===== config.mk =====
export PLATFORM = sky130hd
export DESIGN_NAME = demux_2way_loader
export DESIGN_NICKNAME = d
export VERILOG_FILES = /design/src/rtl/demux_2way_pkg.sv /design/src/rtl/demux_2way_loader_debounce.sv /design/src/rtl/demux_2way_loader.sv
export SDC_FILE = /design/constraint.sdc
export NUM_CORES = 1
export LEC_CHECK = 0
export BUFFER_PORTS_ARGS = -buffer_cell sky130_fd_sc_hd__buf_2
export CAP_MARGIN = 40
export CORE_MARGIN = 2
export CORE_UTILIZATION = 61
export CTS_CLUSTER_SIZE = 40
export DETAILED_ROUTE_END_ITERATION = 7
export HOLD_SLACK_MARGIN = 0.03
export PLACE_DENSITY = 0.79
export RECOVER_POWER = 50
export SLEW_MARGIN = 20
export SYNTH_ARGS = -nofsm -noshare
export SYNTH_HDL_FRONTEND = slang
export SYNTH_SLANG_ARGS = --single-unit

===== constraint.sdc =====
create_clock -name i_Clk -period 2.25 [get_ports i_Clk]
set_input_delay 0.225 -clock i_Clk [delete_from_list [all_inputs] [get_ports i_Clk]]
set_output_delay 0.225 -clock i_Clk [all_outputs]
set_load 0.01 [all_outputs]

===== src/rtl/demux_2way_pkg.sv =====
// Shared definitions for the switch-driven 2-way loader: display modes and nibble width.
package demux_2way_pkg;

    localparam int NIBBLE_W = 4;

    typedef enum logic [1:0] {
        MODE_ENTRY  = 2'd0,
        MODE_VIEW_A = 2'd1,
        MODE_VIEW_B = 2'd2
    } mode_t;

    // The unused code 2'd3 falls into the default arm and recovers to ENTRY.
    function automatic mode_t next_mode(input mode_t mode);
        case (mode)
            MODE_ENTRY:  return MODE_VIEW_A;
            MODE_VIEW_A: return MODE_VIEW_B;
            default:     return MODE_ENTRY;
        endcase
    endfunction

endpackage


===== src/rtl/demux_2way_loader_debounce.sv =====
// Pushbutton conditioner: 2-flop synchronizer, stability counter, debounced level
// and a single-cycle press pulse on each debounced rising level.
module switch_debounce #(
    parameter int DEBOUNCE_LIMIT = 250000
) (
    input  logic i_Clk,
    input  logic i_Rst,
    input  logic i_Switch,
    output logic o_Level,
    output logic o_Press
);

    localparam int CNT_W = $clog2(DEBOUNCE_LIMIT);
    localparam logic [CNT_W-1:0] CNT_LAST = CNT_W'(DEBOUNCE_LIMIT - 1);

    logic             sync_q1;
    logic             sync_q2;
    logic             level_prev;
    logic [CNT_W-1:0] count;

    // NOTE: every register here uses <= so all flops sample the same pre-edge values.
    always_ff @(posedge i_Clk) begin
        if (i_Rst) begin
            sync_q1    <= 1'b0;
            sync_q2    <= 1'b0;
            o_Level    <= 1'b0;
            level_prev <= 1'b0;
            count      <= '0;
        end else begin
            sync_q1    <= i_Switch;
            sync_q2    <= sync_q1;
            level_prev <= o_Level;
            if (sync_q2 != o_Level) begin
                if (count == CNT_LAST) begin
                    o_Level <= sync_q2;
                    count   <= '0;
                end else begin
                    count <= count + 1'b1;
                end
            end else begin
                count <= '0;
            end
        end
    end

    assign o_Press = o_Level & ~level_prev;

endmodule


===== src/rtl/demux_2way_loader.sv =====
// Four-button loader: compose a nibble, pick destination A/B, commit it, and
// view entry/A/B on the LEDs.
module demux_2way_loader
    import demux_2way_pkg::*;
#(
    parameter int DEBOUNCE_LIMIT = 250000,
    parameter int WIDTH          = NIBBLE_W
) (
    input  logic             i_Clk,
    input  logic             i_Rst,
    input  logic             i_Switch_1,
    input  logic             i_Switch_2,
    input  logic             i_Switch_3,
    input  logic             i_Switch_4,
    output logic             o_LED_1,
    output logic             o_LED_2,
    output logic             o_LED_3,
    output logic             o_LED_4,
    output logic [WIDTH-1:0] o_Dest_A,
    output logic [WIDTH-1:0] o_Dest_B,
    output logic             o_Load_A,
    output logic             o_Load_B,
    output logic             o_Sel
);

    logic [3:0]       raw_switch;
    logic [3:0]       press;
    logic [3:0]       level_unused;
    logic [WIDTH-1:0] entry;
    logic [WIDTH-1:0] display;
    mode_t            mode;

    assign raw_switch = {i_Switch_4, i_Switch_3, i_Switch_2, i_Switch_1};

    // Only the press pulses drive state; debounced levels stay internal.
    for (genvar i = 0; i < 4; i++) begin : g_switch
        switch_debounce #(
            .DEBOUNCE_LIMIT(DEBOUNCE_LIMIT)
        ) u_switch_debounce (
            .i_Clk    (i_Clk),
            .i_Rst    (i_Rst),
            .i_Switch (raw_switch[i]),
            .o_Level  (level_unused[i]),
            .o_Press  (press[i])
        );
    end

    // Simultaneous presses commit the pre-edge entry and select values.
    always_ff @(posedge i_Clk) begin
        if (i_Rst) begin
            entry    <= '0;
            o_Sel    <= 1'b0;
            o_Dest_A <= '0;
            o_Dest_B <= '0;
            o_Load_A <= 1'b0;
            o_Load_B <= 1'b0;
            mode     <= MODE_ENTRY;
        end else begin
            o_Load_A <= 1'b0;
            o_Load_B <= 1'b0;
            if (press[0]) entry <= entry + WIDTH'(1);
            if (press[1]) o_Sel <= ~o_Sel;
            if (press[2]) begin
                if (!o_Sel) begin
                    o_Dest_A <= entry;
                    o_Load_A <= 1'b1;
                end else begin
                    o_Dest_B <= entry;
                    o_Load_B <= 1'b1;
                end
            end
            if (press[3]) mode <= next_mode(mode);
        end
    end

    // NOTE: default assignment first so no path through the case infers a latch.
    always_comb begin
        display = entry;
        case (mode)
            MODE_VIEW_A: display = o_Dest_A;
            MODE_VIEW_B: display = o_Dest_B;
            default:     display = entry;
        endcase
    end

    assign o_LED_1 = display[0];
    assign o_LED_2 = display[1];
    assign o_LED_3 = display[2];
    assign o_LED_4 = display[3];

endmodule


==> flow_summary.toml, run 1 <==
[yosys]
ys_types = 42
synthCells = 498
postSynth.asyncResetShare_pct = 0
synth_edf_count = 0
seq_area_frac_synth_pct = 46.71
synth_area_per_cell_sq_um = 9.037
synth-main-ff-cell = "dfxtp_1"
synth_nets = 513
yosys_warnings = 0
synth-seq-cells = 105
synth_area_sq_um = 4501

[min_path]
worstHoldPathType = "in2reg"
hold_end = "g_switch[1].u_switch_debounce.sync_q1$_SDFF_PP0_"
hp-start = "i_Switch_2"
hold_depth = 2

[floorplanning]
die_h_microns = 89.90
initial_core_util_pct = 62.38
core_sq_um = 7214
rows = 31
die_w_microns = 89.90
io_pins = 21
die_area_sq_um = 8081

[power]
swShare_pct = 20.94
peakVddDrop_uv = 384.6
p_leak_nw = 1.532
p_clk_share_pct = 36.4
p_sw_mw = 0.6291
power_frac_comb_pct = 1.3
power_density_nw_per_um2 = 614.2
power_frac_seq_pct = 62.2
power.internal_mw = 2.375

[timing]
layout_min_cycle_time_ns = 1.968
finClkSkew_ns = 0.009289
relSlewSlack_pct = -7.751
rsz0062_at_grt = "false"
period_share_pct = 87.49
tns_ns = 0
worst-slew-pin-transition_ns = 1.616
maxSlewViolCount = 41
fmax_ghz = 0.5080
hold-worst-slack_ns = 0.06649
hold_violations = 0
finalSetupViolations = 0

[clock_network]
cts.sinks = 105
ctsResizeCount = 0
cts_tree = "built"
cts_buffers = 9
clkLatencyLatePin_ns = 0.36
cts.root.buffer_cell = "clkbuf_8"
cts.reportedPaths.clkPinSlew_ns = 0.09
postCtsSetupBuffers = 0
cts-hold-fix-buffers = 0
clock_path_buffers = 2
htreeDepth = 3

[route]
vias = 3522
post_drt_wl_per_cell_microns = 12.66
via_per_inst = 5.599
drtIter0Drc = 112
drt-total-wl_microns = 7961
antenna_left = 0
dr.pass1.iters = 4
drc_errors = 0

[placed_design]
dp_hpwl_microns = 5608
numPortBuffers = 20
gp_congestion = 0.8958
post_dp_cell_area_sq_um = 4726

[global_route]
grt_pass1_wl_microns = 13860
grt_overflow_total = 0
grt_pass1_vias = 3139
grt_use_total_pct = 20.44
grt_max_degree = 41
antenna_found_initial = 0

[critical_path]
crit_type = "reg2reg"
r2r-start = "g_switch[3].u_switch_debounce.count[6]$_SDFF_PP0_"
rrSetupSlack_ns = 0.28
start_kind = "flip-flop"
r2r-end = "g_switch[3].u_switch_debounce.count[17]$_SDFF_PP0_"
worst_ep_arrival_time_ns = 2.26
worstPathRequired_ns = 2.54
end_kind = "flip-flop"
worstRegToRegCells = 4
critPathMaxFanout = 6
crit_start = "g_switch[3].u_switch_debounce.count[6]$_SDFF_PP0_"

[finish]
fin_nets = 540
design_area_sq_um = 4891
drive_above_1_share_pct = 8.302
final_cell_mix = "105 x dfxtp_1, 86 x nor2_1, 33 x xnor2_1, 25 x nand3_1, 25 x nand2_1"
num_antenna_cells = 0
syn_to_final_growth_pct = 8.674
final_common_cell = "dfxtp_1"

[run_status]
run_status = "complete, but fails checks"
violations = "max-capacitance violations, max-slew violations"

[flow_run]
maxCapViolCount = 1
cells in the mapped netlist, types with 2 or more instances:
cell      count  area (sq um)
and2_1        2         12.51
a22oi_1       4         30.03
a21oi_1      24         120.1
or2_2         3         18.77
nor4b_1       4         35.03
ha_1          9         112.6
clkbuf_1      5         18.77
inv_1        14         52.55
or4_1         9         67.56
and4_1        5         43.79
a31o_2        2         17.52
o41ai_1       2         17.52
nand3_1      25         125.1
nor4_1       12         75.07
o41ai_2       3         48.80
nand2_1      25         93.84
mux2i_1       9         90.09
nor3_1       11         55.05
nor2b_1      19         118.9
xnor2_1      33         289.0
nor2_1       86         322.8
nand4_1      18         112.6
nand4b_1      2         17.52
o31ai_1       7         52.55
or3_2         2         15.01
mux2_2        3         33.78
and3_1        6         37.54
xor2_1       21         183.9
buf_1         2         7.510
o21ai_0       9         45.04
or3_1         5         31.28
dfxtp_1     105          2102
buf_2         2         10.01
nor4bb_1      2         20.02
cells by family after synthesis:
family | Yosys count | synth area share (%)
muxes | 12 | 2.752
AOI/OAI and AO/OA | 52 | 7.479
xor gates and xnor gates | 54 | 10.51
adders and majority gates | 9 | 2.502
and+or+nand+nor | 242 | 27.91
buffers and inverters | 24 | 2.141
DFF | 105 | 46.71
power groups by stage:
stage / Sequential, mW / Combinational [mW] / Clock (mW)
finish: 1.87 / 0.0397 / 1.09
global route: 1.87 / 0.0453 / 1.21
CTS: 1.87 / 0.0414 / 1.14
detailed placement: 1.91 / 0.0413 / 0
global placement: 1.91 / 0.0401 / 0
floorplan: 1.91 / 0.0291 / 0
flip-flops by register name, indices dropped and copies added, names as in the netlist:
register and cells:
g_switch.u_switch_debounce.sync_q1 4, g_switch.u_switch_debounce.count 72, o_Sel 1, o_Load_A 1
mode 2, g_switch.u_switch_debounce.sync_q2 4, o_Dest_A 4, entry 4
o_Dest_B 4, o_Load_B 1, g_switch.u_switch_debounce.level_prev 4, g_switch.u_switch_debounce.o_Level 4
how the worst max path moves through the flow:
stage                                                                    end  cells after the start
after floorplan           g_switch[3].u_switch_debounce.count[10]$_SDFF_PP0_                      7
after global placement    g_switch[3].u_switch_debounce.count[17]$_SDFF_PP0_                      4
after detailed placement  g_switch[3].u_switch_debounce.count[17]$_SDFF_PP0_                      4
after CTS                 g_switch[3].u_switch_debounce.count[17]$_SDFF_PP0_                      4
after global routing      g_switch[0].u_switch_debounce.count[16]$_SDFF_PP0_                      5
final                     g_switch[3].u_switch_debounce.count[17]$_SDFF_PP0_                      4
through the flow:
stage	power, mW	std cells	worst slack [ns]	util [%]
2_1_floorplan	1.942	498	0.3230	-
3_3_place_gp	1.953	613	0.4106	65.50
3_5_place_dp	1.955	613	0.2954	65.50
4_1_cts	3.052	629	0.2947	68.18
5_1_grt	3.127	629	0.09529	67.79
6_report	3.004	629	0.2816	67.79
critical path, cell delays in order, from the launching register on:
cell	delay [ns]
dfxtp_1	0.46
nand4_2	0.18
or4_4	0.60
or4_1	0.49
a21oi_1	0.18
layout make-up:
class,count,area [sq um]
fillers,611,2323
flip-flops and latches,105,2102
inverters,14,52.55
well taps,99,123.9
repair buffers,26,125.1
multi-input cells,369,2295
clock inverters,3,23.77
clock buffers,13,168.9
layer usage:
layer  global-route usage (%)  vias to the layer above  share of wire [%]
li1                         -                     1800                  -
met1                    26.86                     1652                 49
met2                    33.02                       63                 47
met3                    4.862                        7                3.4
met4                    7.564                        0                1.1
met5                        0                        -                  0
Power figures use the tool's default switching activity.
==> run 2, diff against run 1 <==
--- a/config.mk
+++ b/config.mk
@@ -5,6 +5,7 @@
 export SDC_FILE = /design/constraint.sdc
 export NUM_CORES = 1
 export LEC_CHECK = 0
+export ABC_AREA = 1
 export BUFFER_PORTS_ARGS = -buffer_cell sky130_fd_sc_hd__buf_2
 export CAP_MARGIN = 40
 export CORE_MARGIN = 2
==> flow_summary.toml, run 2 <==
[timing]
finalSetupViolations = 0
period_share_pct = 80.56
relSlewSlack_pct = 48.92
hold_violations = 0
tns_ns = 0
setup_ws_ns = 0.4375
layout_min_cycle_time_ns = 1.813
fmax_ghz = 0.5517
rsz0062_at_grt = "false"
worst-slew-pin-transition_ns = 0.7662
finClkSkew_ns = 0.01013
maxSlewViolCount = 0

[yosys]
synth_most_common_cell = "nand2_1"
synth-compound-area-share_pct = 9.549
synth-seq-cells = 105
yosysTopAreaCellShare_pct = 42.11
synth_top_area_cell = "dfxtp_1"
yosys_warnings = 0
synth_area_sq_um = 4992
synth_top_family_by_area = "simple AND/OR/NAND/NOR gates"
synth-main-ff-cell = "dfxtp_1"
synth_area_per_cell_sq_um = 6.867
synth_edf_count = 0
synth_fa_ha_area_share_pct = 2.256
synthCells = 727
synth-simple-area-share_pct = 33.66
ys_types = 31
synth_xor_area_share_pct = 3.684
synthMuxAreaShare_pct = 0
postSynth.asyncResetShare_pct = 0
yosys-top-cells-area = "dfxtp_1 42%, nand2_1 12%, nor2_1 11%, inv_1 7.3%, a21oi_1 5.0%"
synth_nets = 742
seq_area_frac_synth_pct = 42.11
synth_common_cells = "157 x nand2_1, 147 x nor2_1, 105 x dfxtp_1"

[power]
fin_total_pwr_mw = 3.076
peakVddDrop_uv = 357.8
power_density_nw_per_um2 = 578.8
p_leak_nw = 1.708

[critical_path]
start_kind = "flip-flop"
worstPathRequired_ns = 2.47
worst_ep_arrival_time_ns = 2.03
slowest_delay_ns = 0.43
critPathMaxFanout = 17
worst_path_max_delay_cell = "nand2_1"
r2r-end = "g_switch[1].u_switch_debounce.count[2]$_SDFF_PP0_"
crit_chain = "ha_1 > nand2_1 > nor2_2 > nand3_1 > nor2_1 > nand2_2 > nand2_1 > nor2_1"
rrSetupSlack_ns = 0.44
crit_type = "reg2reg"
r2r-start = "g_switch[1].u_switch_debounce.count[0]$_SDFF_PP0_"
cpLargestDelayFamily = "simple AND/OR/NAND/NOR gates"
end_kind = "flip-flop"
worstRegToRegCells = 8
cp_num_buf_inv = 0

[finish]
fin_nets = 766
final_cell_mix = "158 x nand2_1, 149 x nor2_1, 105 x dfxtp_1, 97 x inv_1, 50 x a21oi_1"
syn_to_final_growth_pct = 6.466
drive_above_1_share_pct = 5.166
largest_register = "g_switch.u_switch_debounce.count"
fin_cells = 857
num_antenna_cells = 0
final_common_cell = "nand2_1"
largest_reg_flops = 72

[clock_network]
postCtsSetupBuffers = 0
htreeDepth = 3
cts_tree = "built"
cts-hold-fix-buffers = 0
ctsResizeCount = 0
cts_buffers = 9
clkLatencyLatePin_ns = 0.36
cts.root.buffer_cell = "clkbuf_8"
cts.sinks = 105
cts.reportedPaths.clkPinSlew_ns = 0.10
clock_path_buffers = 2

[floorplanning]
core_sq_um = 7848
die_area_sq_um = 8924
io_pins = 21
die_h_microns = 94.47
initial_core_util_pct = 63.62
rows = 32
die_w_microns = 94.47

[route]
dr.pass1.iters = 4
drt-total-wl_microns = 9609
post_drt_wl_per_cell_microns = 11.21
drc_errors = 0
antenna_left = 0
via_per_inst = 5.165
drtIter0Drc = 136
vias = 4426

[min_path]
hold_end = "g_switch[2].u_switch_debounce.sync_q1$_SDFF_PP0_"
hp-start = "i_Switch_3"
hold_depth = 3
worstHoldPathType = "in2reg"

[global_route]
antenna_found_initial = 0
grt_pass1_wl_microns = 17530
grt_pass1_vias = 4292
grt_max_degree = 20
grt_use_total_pct = 24.07
grt_overflow_total = 0

[placed_design]
dp_slack_ns = 0.6546
gp_congestion = 0.9099
dpl.cell_count = 842
numPortBuffers = 20
dp_hpwl_microns = 7188

[flow_run]
maxCapViolCount = 0

[run_status]
run_status = "completed"
[run 2: cell count changes in the layout (fill, tap and decap cells not counted), moves of 7 or more]
cell and change:
nand2_1 +133, inv_1 +83, nor2_1 +63, xnor2_1 -29
a21oi_1 +26, nand3_1 +22, o21ai_0 +20, nor2b_1 -19
nor4_1 -11, mux2i_1 -9, or4_1 -9, o31ai_1 -7
[run 2: area by class of cell]
cell class / count / area (sq um)
clock buffers: 13 / 158.9
clock inverters: 2 / 37.54
fillers: 730 / 2532
inverters: 99 / 372.9
multi-input cells: 516 / 2431
flip-flops and latches: 105 / 2102
well taps: 102 / 127.6
repair buffers: 20 / 85.08
[run 2: kinds of logic after synthesis]
| group | count (synthesis) |
|---|---|
| adders and majority gates | 9 |
| DFF | 105 |
| and+or+nand+nor | 397 |
| xor gates and xnor gates | 21 |
| AOI/OAI and AO/OA | 89 |
| buffers and inverters | 106 |
[run 2: report_power, final]
| group | switching (mW) | internal, mW | leakage, nW |
|---|---|---|---|
| Combinational | 0.0318 | 0.0134 | 0.765 |
| Clock | 0.590 | 0.571 | 0.0957 |
| Sequential | 0.00460 | 1.87 | 0.847 |
[run 2: metrics by stage]
stage	hold WS [ns]	instance area, sq um	util [%]
floorplan	0.3320	4992	-
global placement	0.3911	5156	65.70
detailed placement	0.3954	5156	65.70
CTS	0.06139	5353	68.21
global route	0.06415	5315	67.73
finish	0.07465	5315	67.73
[run 2: how the worst max path moves through the flow]
stage	from	endpoint	slack [ns]	depth (start not counted)
after floorplan	g_switch[0].u_switch_debounce.count[0]$_SDFF_PP0_	g_switch[0].u_switch_debounce.count[8]$_SDFF_PP0_	0.86	9
after global routing	g_switch[1].u_switch_debounce.count[0]$_SDFF_PP0_	g_switch[1].u_switch_debounce.count[17]$_SDFF_PP0_	0.20	8
after CTS	mode[0]$_SDFFE_PP0P_	o_LED_3	0.42	4
after global placement	g_switch[0].u_switch_debounce.count[0]$_SDFF_PP0_	g_switch[0].u_switch_debounce.count[14]$_SDFF_PP0_	0.70	8
after detailed placement	g_switch[0].u_switch_debounce.count[0]$_SDFF_PP0_	g_switch[0].u_switch_debounce.count[8]$_SDFF_PP0_	0.65	8
final	g_switch[1].u_switch_debounce.count[0]$_SDFF_PP0_	g_switch[1].u_switch_debounce.count[2]$_SDFF_PP0_	0.44	8
[run 2: worst register-to-register path, delay by kind of cell (launching register included)]
family                   cells  cell delay (ns)
AND/OR/NAND/NOR              7             1.08
adder cells (fa/ha/maj)      1             0.22
flip-flops                   1             0.38
[run 2: layer usage]
metal | vias up | track usage, % | routed length, microns
met5 | - | 0 | 0
met3 | 13 | 5.507 | 387
met4 | 0 | 6.884 | 125
met1 | 2021 | 27.17 | 4332
li1 | 2325 | - | -
met2 | 67 | 45.12 | 4764
==> run 3, diff against run 2 <==
==> constraint.sdc (replaced) <==
create_clock -name i_Clk -period 1.8 [get_ports i_Clk]
set_input_delay 0.18 -clock i_Clk [delete_from_list [all_inputs] [get_ports i_Clk]]
set_output_delay 0.18 -clock i_Clk [all_outputs]
set_load 0.01 [all_outputs]
==> flow_summary.toml, run 3 (synthesized netlist as in run 2, its figures left out) <==
[placed_design]
gp_congestion = 0.9108
numPortBuffers = 20
dp_hpwl_microns = 7255

[global_route]
grt_pass1_vias = 4329
antenna_found_initial = 0
grt_max_degree = 20
grt_use_total_pct = 24.24
grt_overflow_total = 0
grt_pass1_wl_microns = 17640

[floorplanning]
io_pins = 21
core_sq_um = 7848
die_h_microns = 94.47
die_w_microns = 94.47
die_area_sq_um = 8924
initial_core_util_pct = 63.62
rows = 32

[clock_network]
cts_buffers = 9
cts_tree = "built"
htreeDepth = 3
cts.sinks = 105
clkLatencyLatePin_ns = 0.36
clock_path_buffers = 2
cts.reportedPaths.clkPinSlew_ns = 0.09
postCtsSetupBuffers = 0
cts.root.buffer_cell = "clkbuf_8"

[route]
drt-total-wl_microns = 10080
antenna_left = 0
drc_errors = 0
dr.pass1.iters = 7
drtIter0Drc = 129
post_drt_wl_per_cell_microns = 11.68
via_per_inst = 5.233
vias = 4516

[timing]
period_share_pct = 93.77
rsz0062_at_grt = "true"
hold_violations = 0
finalSetupViolations = 0
tns_ns = 0
worst-slew-pin-transition_ns = 0.4394
finClkSkew_ns = 0.01041
fmax_ghz = 0.5925
relSlewSlack_pct = 70.48
layout_min_cycle_time_ns = 1.688
maxSlewViolCount = 0

[critical_path]
r2r-start = "g_switch[3].u_switch_debounce.count[0]$_SDFF_PP0_"
cp.depth = 7
cpLargestDelayFamily = "flip-flops"
slowest_delay_ns = 0.33
start_kind = "flip-flop"
cp_num_buf_inv = 3
crit_chain = "inv_2 > ha_2 > inv_1 > o22ai_2 > nand2_1 > o21ai_0 > buf_2"
worst_path_max_delay_cell = "dfxtp_1"
rrSetupSlack_ns = 0.19
worstRegToRegCells = 6
r2r-end = "g_switch[3].u_switch_debounce.count[14]$_SDFF_PP0_"
crit_type = "reg2out"
critPathMaxFanout = 4
crit_start = "mode[1]$_SDFFE_PP0P_"
worstPathRequired_ns = 1.62
endpoint = "o_LED_3"
end_kind = "output pin"
worst_ep_arrival_time_ns = 1.51

[power]
fin_total_pwr_mw = 3.897
peakVddDrop_uv = 426.3
power_density_nw_per_um2 = 721.0
p_leak_nw = 1.740

[finish]
num_antenna_cells = 0
drive_above_1_share_pct = 6.439
fill_cells = 696
syn_to_final_growth_pct = 8.271
fin_nets = 771
final_cell_mix = "157 x nand2_1, 150 x nor2_1, 104 x dfxtp_1, 95 x inv_1, 50 x a21oi_1"
largest_reg_flops = 72
final_common_cell = "nand2_1"
largest_register = "g_switch.u_switch_debounce.count"

[min_path]
worstHoldPathType = "in2reg"

[flow_run]
maxCapViolCount = 0

[run_status]
run_status = "completed"
[run 3: changes by cell type in the layout (fill, tap and decap cells not counted), sizes merged]
cell         change
clkbuf           -1
buf              +1
dlygate4sd3      +4
clkinv           +2
[run 3: how the worst min path moves through the flow]
stage / start / endpoint / slack (ns) / cells after the start
CTS: i_Rst / g_switch[2].u_switch_debounce.sync_q2$_SDFF_PP0_ / 0.09 / 2
floorplan: i_Switch_1 / g_switch[0].u_switch_debounce.sync_q1$_SDFF_PP0_ / 0.29 / 2
global placement: g_switch[0].u_switch_debounce.sync_q1$_SDFF_PP0_ / g_switch[0].u_switch_debounce.sync_q2$_SDFF_PP0_ / 0.39 / 2
finish: i_Rst / g_switch[2].u_switch_debounce.sync_q2$_SDFF_PP0_ / 0.10 / 2
global route: i_Rst / g_switch[2].u_switch_debounce.sync_q2$_SDFF_PP0_ / 0.09 / 2
detailed placement: g_switch[0].u_switch_debounce.sync_q1$_SDFF_PP0_ / g_switch[0].u_switch_debounce.sync_q2$_SDFF_PP0_ / 0.40 / 2
[run 3: area by class of cell]
| cell class | count | area, sq um | area share, % |
|---|---|---|---|
| well taps | 102 | 127.6 | 2.361 |
| repair buffers | 25 | 132.6 | 2.454 |
| flip-flops and latches | 105 | 2103 | 38.91 |
| inverters | 99 | 372.9 | 6.898 |
| clock buffers | 12 | 155.1 | 2.870 |
| multi-input cells | 516 | 2462 | 45.56 |
| clock inverters | 4 | 51.30 | 0.9491 |
[run 3: layer usage]
metal / up-vias / global-route usage, % / wire length, microns / share of wire, %
li1: 2342 / - / - / -
met1: 2063 / 27.22 / 4391 / 44
met2: 87 / 44.64 / 5033 / 50
met3: 24 / 5.746 / 463 / 4.6
met4: 0 / 8.575 / 191 / 1.9
met5: - / 0 / 0 / 0
[run 3: worst register-to-register path: stages, from the launching register on]
cell     delay [ns]
dfxtp_1        0.43
ha_1           0.24
nand3_1        0.15
nor2_1         0.26
nand3_1        0.13
or2_0          0.22
a21oi_1        0.11
[run 3: timing repair]
action | in CTS | in global routing
endpoints found under the hold margin | 4 | 0
gates resized for setup | 0 | 8
setup endpoints to repair | 0 | 11
hold buffers | 4 | 0
[run 3: stage by stage]
| stage | hold slack [ns] | cells | area (sq um) | setup WS, ns | utilization [%] |
|---|---|---|---|---|---|
| after detailed placement | 0.3956 | 843 | 5164 | 0.1699 | 65.80 |
| after floorplan | 0.2870 | 727 | 4992 | 0.4062 | - |
| after global routing | 0.09200 | 863 | 5405 | -0.006549 | 68.88 |
| final | 0.1043 | 863 | 5405 | 0.1121 | 68.88 |
| after global placement | 0.3925 | 843 | 5164 | 0.2518 | 65.80 |
| after CTS | 0.08999 | 863 | 5410 | 0.005404 | 68.94 |
[run 3: report_power, final]
| group | internal, mW | switching [mW] | leakage (nW) |
|---|---|---|---|
| Sequential | 2.33 | 0.00580 | 0.848 |
| Clock | 0.721 | 0.770 | 0.103 |
| Combinational | 0.0246 | 0.0442 | 0.790 |
